## config.mk

```make
export PLATFORM = sky130hd
export DESIGN_NAME = johnson_phase_decoder
export DESIGN_NICKNAME = d
export VERILOG_FILES = /design/src/rtl/johnson_pkg.sv /design/src/rtl/johnson_code_check.sv /design/src/rtl/johnson_phase_decoder.sv
export SDC_FILE = /design/constraint.sdc
export NUM_CORES = 1
export LEC_CHECK = 0
export ABC_AREA = 1
export CORE_MARGIN = 3
export CORE_UTILIZATION = 53
export CTS_CLUSTER_SIZE = 10
export DETAILED_ROUTE_END_ITERATION = 10
export GPL_TIMING_DRIVEN = 0
export PLACE_DENSITY = 0.88
export REMOVE_ABC_BUFFERS = 1
export SYNTH_ARGS = -nofsm -noshare
export SYNTH_HDL_FRONTEND = slang
export SYNTH_SLANG_ARGS = --single-unit
```

## constraint.sdc

```tcl
create_clock -name clk -period 1.6 [get_ports clk]
set_input_delay 0.32 -clock clk [delete_from_list [all_inputs] [get_ports clk]]
set_output_delay 0.32 -clock clk [all_outputs]
set_load 0.02 [all_outputs]
```

## src/rtl/johnson_pkg.sv

```systemverilog
// Shared definitions for the Johnson counter and its downstream consumers.
package johnson_pkg;

   localparam int unsigned JOHNSON_WIDTH_DEF = 4;
   localparam int unsigned JOHNSON_MAXW      = 32;

   typedef enum logic [1:0] {
      ST_IDLE   = 2'd0,
      ST_SEARCH = 2'd1,
      ST_LOCKED = 2'd2
   } jstate_t;

   // Next Johnson code: shift left, inverted MSB into the LSB.
   // Only the low w bits of code and of the result are meaningful.
   function automatic logic [JOHNSON_MAXW-1:0] johnson_next(
      input logic [JOHNSON_MAXW-1:0] code,
      input int unsigned             w
   );
      logic [JOHNSON_MAXW-1:0] mask;
      logic [JOHNSON_MAXW-1:0] nxt;
      mask = (w >= JOHNSON_MAXW) ? '1 : ((JOHNSON_MAXW'(1) << w) - JOHNSON_MAXW'(1));
      nxt  = (code << 1) | {{(JOHNSON_MAXW-1){1'b0}}, ~code[w-1]};
      return nxt & mask;
   endfunction

endpackage

```

## src/rtl/johnson_code_check.sv

```systemverilog
// Combinational legality check and phase decode of one Johnson code.
module johnson_code_check
   import johnson_pkg::*;
#(
   parameter int WIDTH = JOHNSON_WIDTH_DEF,
   parameter int IDXW  = $clog2(2*WIDTH)
) (
   input  logic [WIDTH-1:0]   code,
   output logic               legal,
   output logic [IDXW-1:0]    idx,
   output logic [2*WIDTH-1:0] phase
);

   logic [WIDTH-1:0] ncode;
   logic [WIDTH-1:0] lo_tst;
   logic [WIDTH-1:0] hi_tst;
   int unsigned      ones;

   // A code is legal when its ones (or its zeros) form one contiguous run
   // anchored at the LSB; x & (x+1) == 0 detects a 0..01..1 pattern.
   always_comb begin
      ncode  = ~code;
      lo_tst = code & (code + WIDTH'(1));
      hi_tst = ncode & (ncode + WIDTH'(1));
      legal  = (lo_tst == '0) || (hi_tst == '0);
   end

   // Index: popcount on the rising half, WIDTH + zero count on the falling half.
   always_comb begin
      ones = 0;
      for (int i = 0; i < WIDTH; i++) ones += 32'(code[i]);
      if (code[WIDTH-1]) idx = IDXW'(2*WIDTH - int'(ones));
      else               idx = IDXW'(ones);
      phase = legal ? ((2*WIDTH)'(1) << idx) : '0;
   end

endmodule

```

## src/rtl/johnson_phase_decoder.sv

```systemverilog
// Registers the decoded Johnson phase and tracks sequencing health
// with a lock FSM and a saturating error counter.
module johnson_phase_decoder
   import johnson_pkg::*;
#(
   parameter int WIDTH    = JOHNSON_WIDTH_DEF,
   parameter int LOCK_LEN = 4,
   parameter int IDXW     = $clog2(2*WIDTH)
) (
   input  logic               clk,
   input  logic               reset,
   input  logic [WIDTH-1:0]   count_in,
   input  logic               in_valid,
   output logic [2*WIDTH-1:0] phase,
   output logic [IDXW-1:0]    phase_idx,
   output logic               legal,
   output logic               step_err,
   output logic               locked,
   output logic [7:0]         err_cnt
);

   localparam int GW = $clog2(LOCK_LEN+1);

   jstate_t             state;
   logic [WIDTH-1:0]    prev_code;
   logic [GW-1:0]       good;
   logic [GW-1:0]       good_nx;
   logic [WIDTH-1:0]    exp_code;
   logic                c_legal;
   logic [IDXW-1:0]     c_idx;
   logic [2*WIDTH-1:0]  c_phase;
   logic [7:0]          err_inc;

   johnson_code_check #(.WIDTH(WIDTH), .IDXW(IDXW)) u_chk (
      .code  (count_in),
      .legal (c_legal),
      .idx   (c_idx),
      .phase (c_phase)
   );

   // Expected code and saturating increments feeding the registers.
   always_comb begin
      exp_code = WIDTH'(johnson_next(JOHNSON_MAXW'(prev_code), WIDTH));
      good_nx  = (good >= GW'(LOCK_LEN)) ? good : good + GW'(1);
      err_inc  = (err_cnt == 8'hFF) ? err_cnt : err_cnt + 8'd1;
   end

   // Lock FSM plus all registered outputs; idle edges only drop step_err.
   always_ff @(posedge clk or negedge reset) begin
      if (!reset) begin
         state     <= ST_IDLE;
         prev_code <= '0;
         good      <= '0;
         phase     <= '0;
         phase_idx <= '0;
         legal     <= 1'b0;
         step_err  <= 1'b0;
         locked    <= 1'b0;
         err_cnt   <= '0;
      end else if (!in_valid) begin
         step_err <= 1'b0;
      end else if (!c_legal) begin
         // Illegal code: phase blanks, index holds, tracking restarts.
         legal    <= 1'b0;
         phase    <= '0;
         step_err <= 1'b1;
         err_cnt  <= err_inc;
         state    <= ST_IDLE;
         locked   <= 1'b0;
         good     <= '0;
      end else begin
         legal     <= 1'b1;
         phase     <= c_phase;
         phase_idx <= c_idx;
         prev_code <= count_in;
         if (state == ST_IDLE) begin
            // First legal sample has no history to compare against.
            step_err <= 1'b0;
            state    <= ST_SEARCH;
            good     <= '0;
            locked   <= 1'b0;
         end else if (count_in == exp_code) begin
            step_err <= 1'b0;
            good     <= good_nx;
            if (good_nx == GW'(LOCK_LEN)) begin
               state  <= ST_LOCKED;
               locked <= 1'b1;
            end
         end else begin
            // Stall or skip.
            step_err <= 1'b1;
            err_cnt  <= err_inc;
            good     <= '0;
            state    <= ST_SEARCH;
            locked   <= 1'b0;
         end
      end
   end

endmodule

```

==> run metrics <==
Reg clk slew, reported paths=0.09 ns; failing checks=hold timing, setup timing; pre-CTS setup slack=-1.523 ns; # rows=20; H-tree depth=2; commonest cells after routing, fill and taps aside=nand2_1, dfrtp_1, dlygate4sd2_1, nor2_1, buf_4; most area-consuming cells after synthesis=dfrtp_1, nand2_1, ha_1, inv_1, xor2_1; Netlist cell types=27; wire per inst=between 10 and 15 µm; CTS root buf=clkbuf_4; final hold viol count=6; Synth async-reset ratio=100.0%; CP Launch Point=count_in[0]; vias in the first global route=1,558; setup slack, reg-to-reg=0.08 ns; Die H=63.90 µm; Synth Cell Area=roughly 0.0018 mm²; Post-DP HPWL=roughly 2.6 mm; Final WS setup=-0.2133 ns; Post-Syn Area per Cell=8.150 µm²; Critical Path AT=2.08 ns; WP data required=1.87 ns; Total GRT Usage=between 20% and 30%; # DRC=0; Final Max Tran Viols=0; Post-Synthesis Cells=roughly 220; die area=0.004083 mm²; clk_lat worst skew=between 0.3 and 0.4 ns; crit share post-route=113.3%; Die Wd=63.90 µm; Num CTS Buffers=5; core area=roughly 0.0031 mm²; RR Startpoint=err_cnt[1]$_DFFE_PN0P_; sequential-to-total area share from yosys stat=between 40% and 50%; Max-Cap Viols=0; CTS tree=done; Clock Skew=0.008310 ns; largest net degree at the start of global routing=31; Routability Congestion=a little over 0.8; DP Area=0.002100 mm²; Final setup viols=10; Setup crit start kind=input port; most common cell after layout, fill and taps aside=nand2_1; run status=finished with violations; R2R depth=8; Filler Cells Inserted=approximately 200; Hold WC Path Type=input port to asynchronous set/reset pin; maximum clock path buffer count=2; DR iter-0 viols=between 70 and 80; vias post-DR=1,603; fmax=551.5 MHz; critical path capture point type=flip-flop; worst reg2reg path endpoint=err_cnt[1]$_DFFE_PN0P_; grt total ovfl=0; Synth Warn #=0; Post-Route WL=4.548 mm; Leakage=about 1.3 nW; Sink Count=30; Buffers on Ports=28; EDFF count, synth=0; vias per inst=about 5.2; Seq cells post-synth=30; antenna violations before repair=0; Starting Density=56.80%; cell taking the most area after synthesis=dfrtp_1; fin area=between 0.002 and 0.0025 mm²; nets@finish=283; ANT nets after route=0; # diodes=0; Least-Margin Pin Slew=around 0.64 ns; RSZ-0062 raised after global routing=yes; critical path peak fanout=4; final critical-path required period=1.813 ns; slew margin rel.=between 50% and 60%; cell area power density=797.0 mW/mm²; IO Count=29; top cell type's share of synthesized area=a little over two fifths; Crit Path Class=input port to flip-flop; Synth Flop Type=dfrtp_1; first-pass GRT wire length=just over 7 mm; synthesis-to-layout area growth=36.83%; drt first pass iters=4; hold_ws=-0.004583 ns; Max rail drop VDD=518.1 µV; ratio of cells with drive above 1 in the final layout=between 20% and 30%
[worst max path at each step]
| stage | end | slack, ns | cells after the start |
|---|---|---|---|
| floorplan | phase[0]$_DFFE_PN0P_ | -0.53 | 15 |
| CTS | phase[2]$_DFFE_PN0P_ | -0.22 | 16 |
| detailed placement | phase[0]$_DFFE_PN0P_ | -1.52 | 16 |
| global placement | phase[2]$_DFFE_PN0P_ | -1.42 | 16 |
| global route | phase[0]$_DFFE_PN0P_ | -0.29 | 14 |
| finish | phase[2]$_DFFE_PN0P_ | -0.21 | 16 |
[cell usage after synthesis (3+ instances only)]
cell,count
dfrtp_1,30
ha_1,9
inv_1,23
nand2_1,66
nand2_2,3
nand2_4,5
nand3_1,12
nor2_1,17
o21ai_0,13
o21bai_1,8
xnor2_1,5
xor2_1,9
[per-stage QoR]
step | TNS, ns | hold WS [ns] | util [%] | power [mW] | instances
finish | -1.735 | -0.004583 | 77.72 | 1.937 | 309
detailed placement | -33.69 | 0.4673 | 67.12 | 1.349 | 288
floorplan | -4.704 | 0.02441 | - | 1.165 | 216
global placement | -32.01 | 0.4592 | 67.12 | 1.334 | 288
global route | -2.945 | 0.04227 | 77.72 | 2.044 | 309
CTS | -1.695 | 0.2654 | 73.60 | 1.863 | 306
[critical path, cell delays in order]
cell and delay [ns]:
buf_12 0.09, inv_8 0.03, ha_4 0.25, inv_2 0.03, fa_2 0.33, inv_2 0.09
ha_4 0.21, inv_4 0.07, nand2_4 0.06, inv_4 0.08, nand2_4 0.06, nand3_4 0.09
o21ai_4 0.08, nor2_4 0.14, inv_2 0.06, o21ai_2 0.11
[metal layers]
layer | up-vias | track usage, % | share of wire, %
li1 | 774 | - | -
met1 | 752 | 27.99 | 42
met2 | 58 | 37.81 | 48
met3 | 19 | 6.327 | 6.2
met4 | 0 | 12.13 | 3.9
met5 | - | 0 | 0
[kinds of logic (layout without fill, tap and decap cells)]
| logic type | after synthesis | after routing | share of synthesized area (%) |
|---|---|---|---|
| xor gates and xnor gates | 14 | 14 | 6.902 |
| AOI/OAI and AO/OA | 27 | 27 | 8.944 |
| DFF | 30 | 30 | 42.25 |
| adders and majority gates | 10 | 10 | 7.465 |
| buffers and inverters | 28 | 74 | 6.197 |
| and+or+nand+nor | 109 | 110 | 28.24 |
[cell type report]
class / count / area [µm²] / share of cell area (%)
Multi-Input combinational cell: 161 / 1090 / 44.83
Inverter: 26 / 115.1 / 4.735
Tap cell: 44 / 55.05 / 2.265
Sequential cell: 30 / 750.7 / 30.88
Timing Repair Buffer: 42 / 369.1 / 15.18
Clock buffer: 6 / 51.30 / 2.110
[state kept, by name, summed over array words and instances (netlist names)]
name       count
phase          8
locked         1
good           3
legal          1
prev_code      4
phase_idx      3
step_err       1
err_cnt        8
state          1
[power by group]
part	switching (mW)	internal, mW
clock network	0.257	0.198
logic	0.366	0.245
registers	0.0491	0.823
[repair_timing]
action / in CTS / in global routing
cloned: 0 / 1
hold buffers: 0 / 0
setup endpoints to repair: 51 / 24
pin swaps: 9 / 18
gates resized for setup: 71 / 34
buffers inserted: 12 / 2
Power figures use the tool's default switching activity.
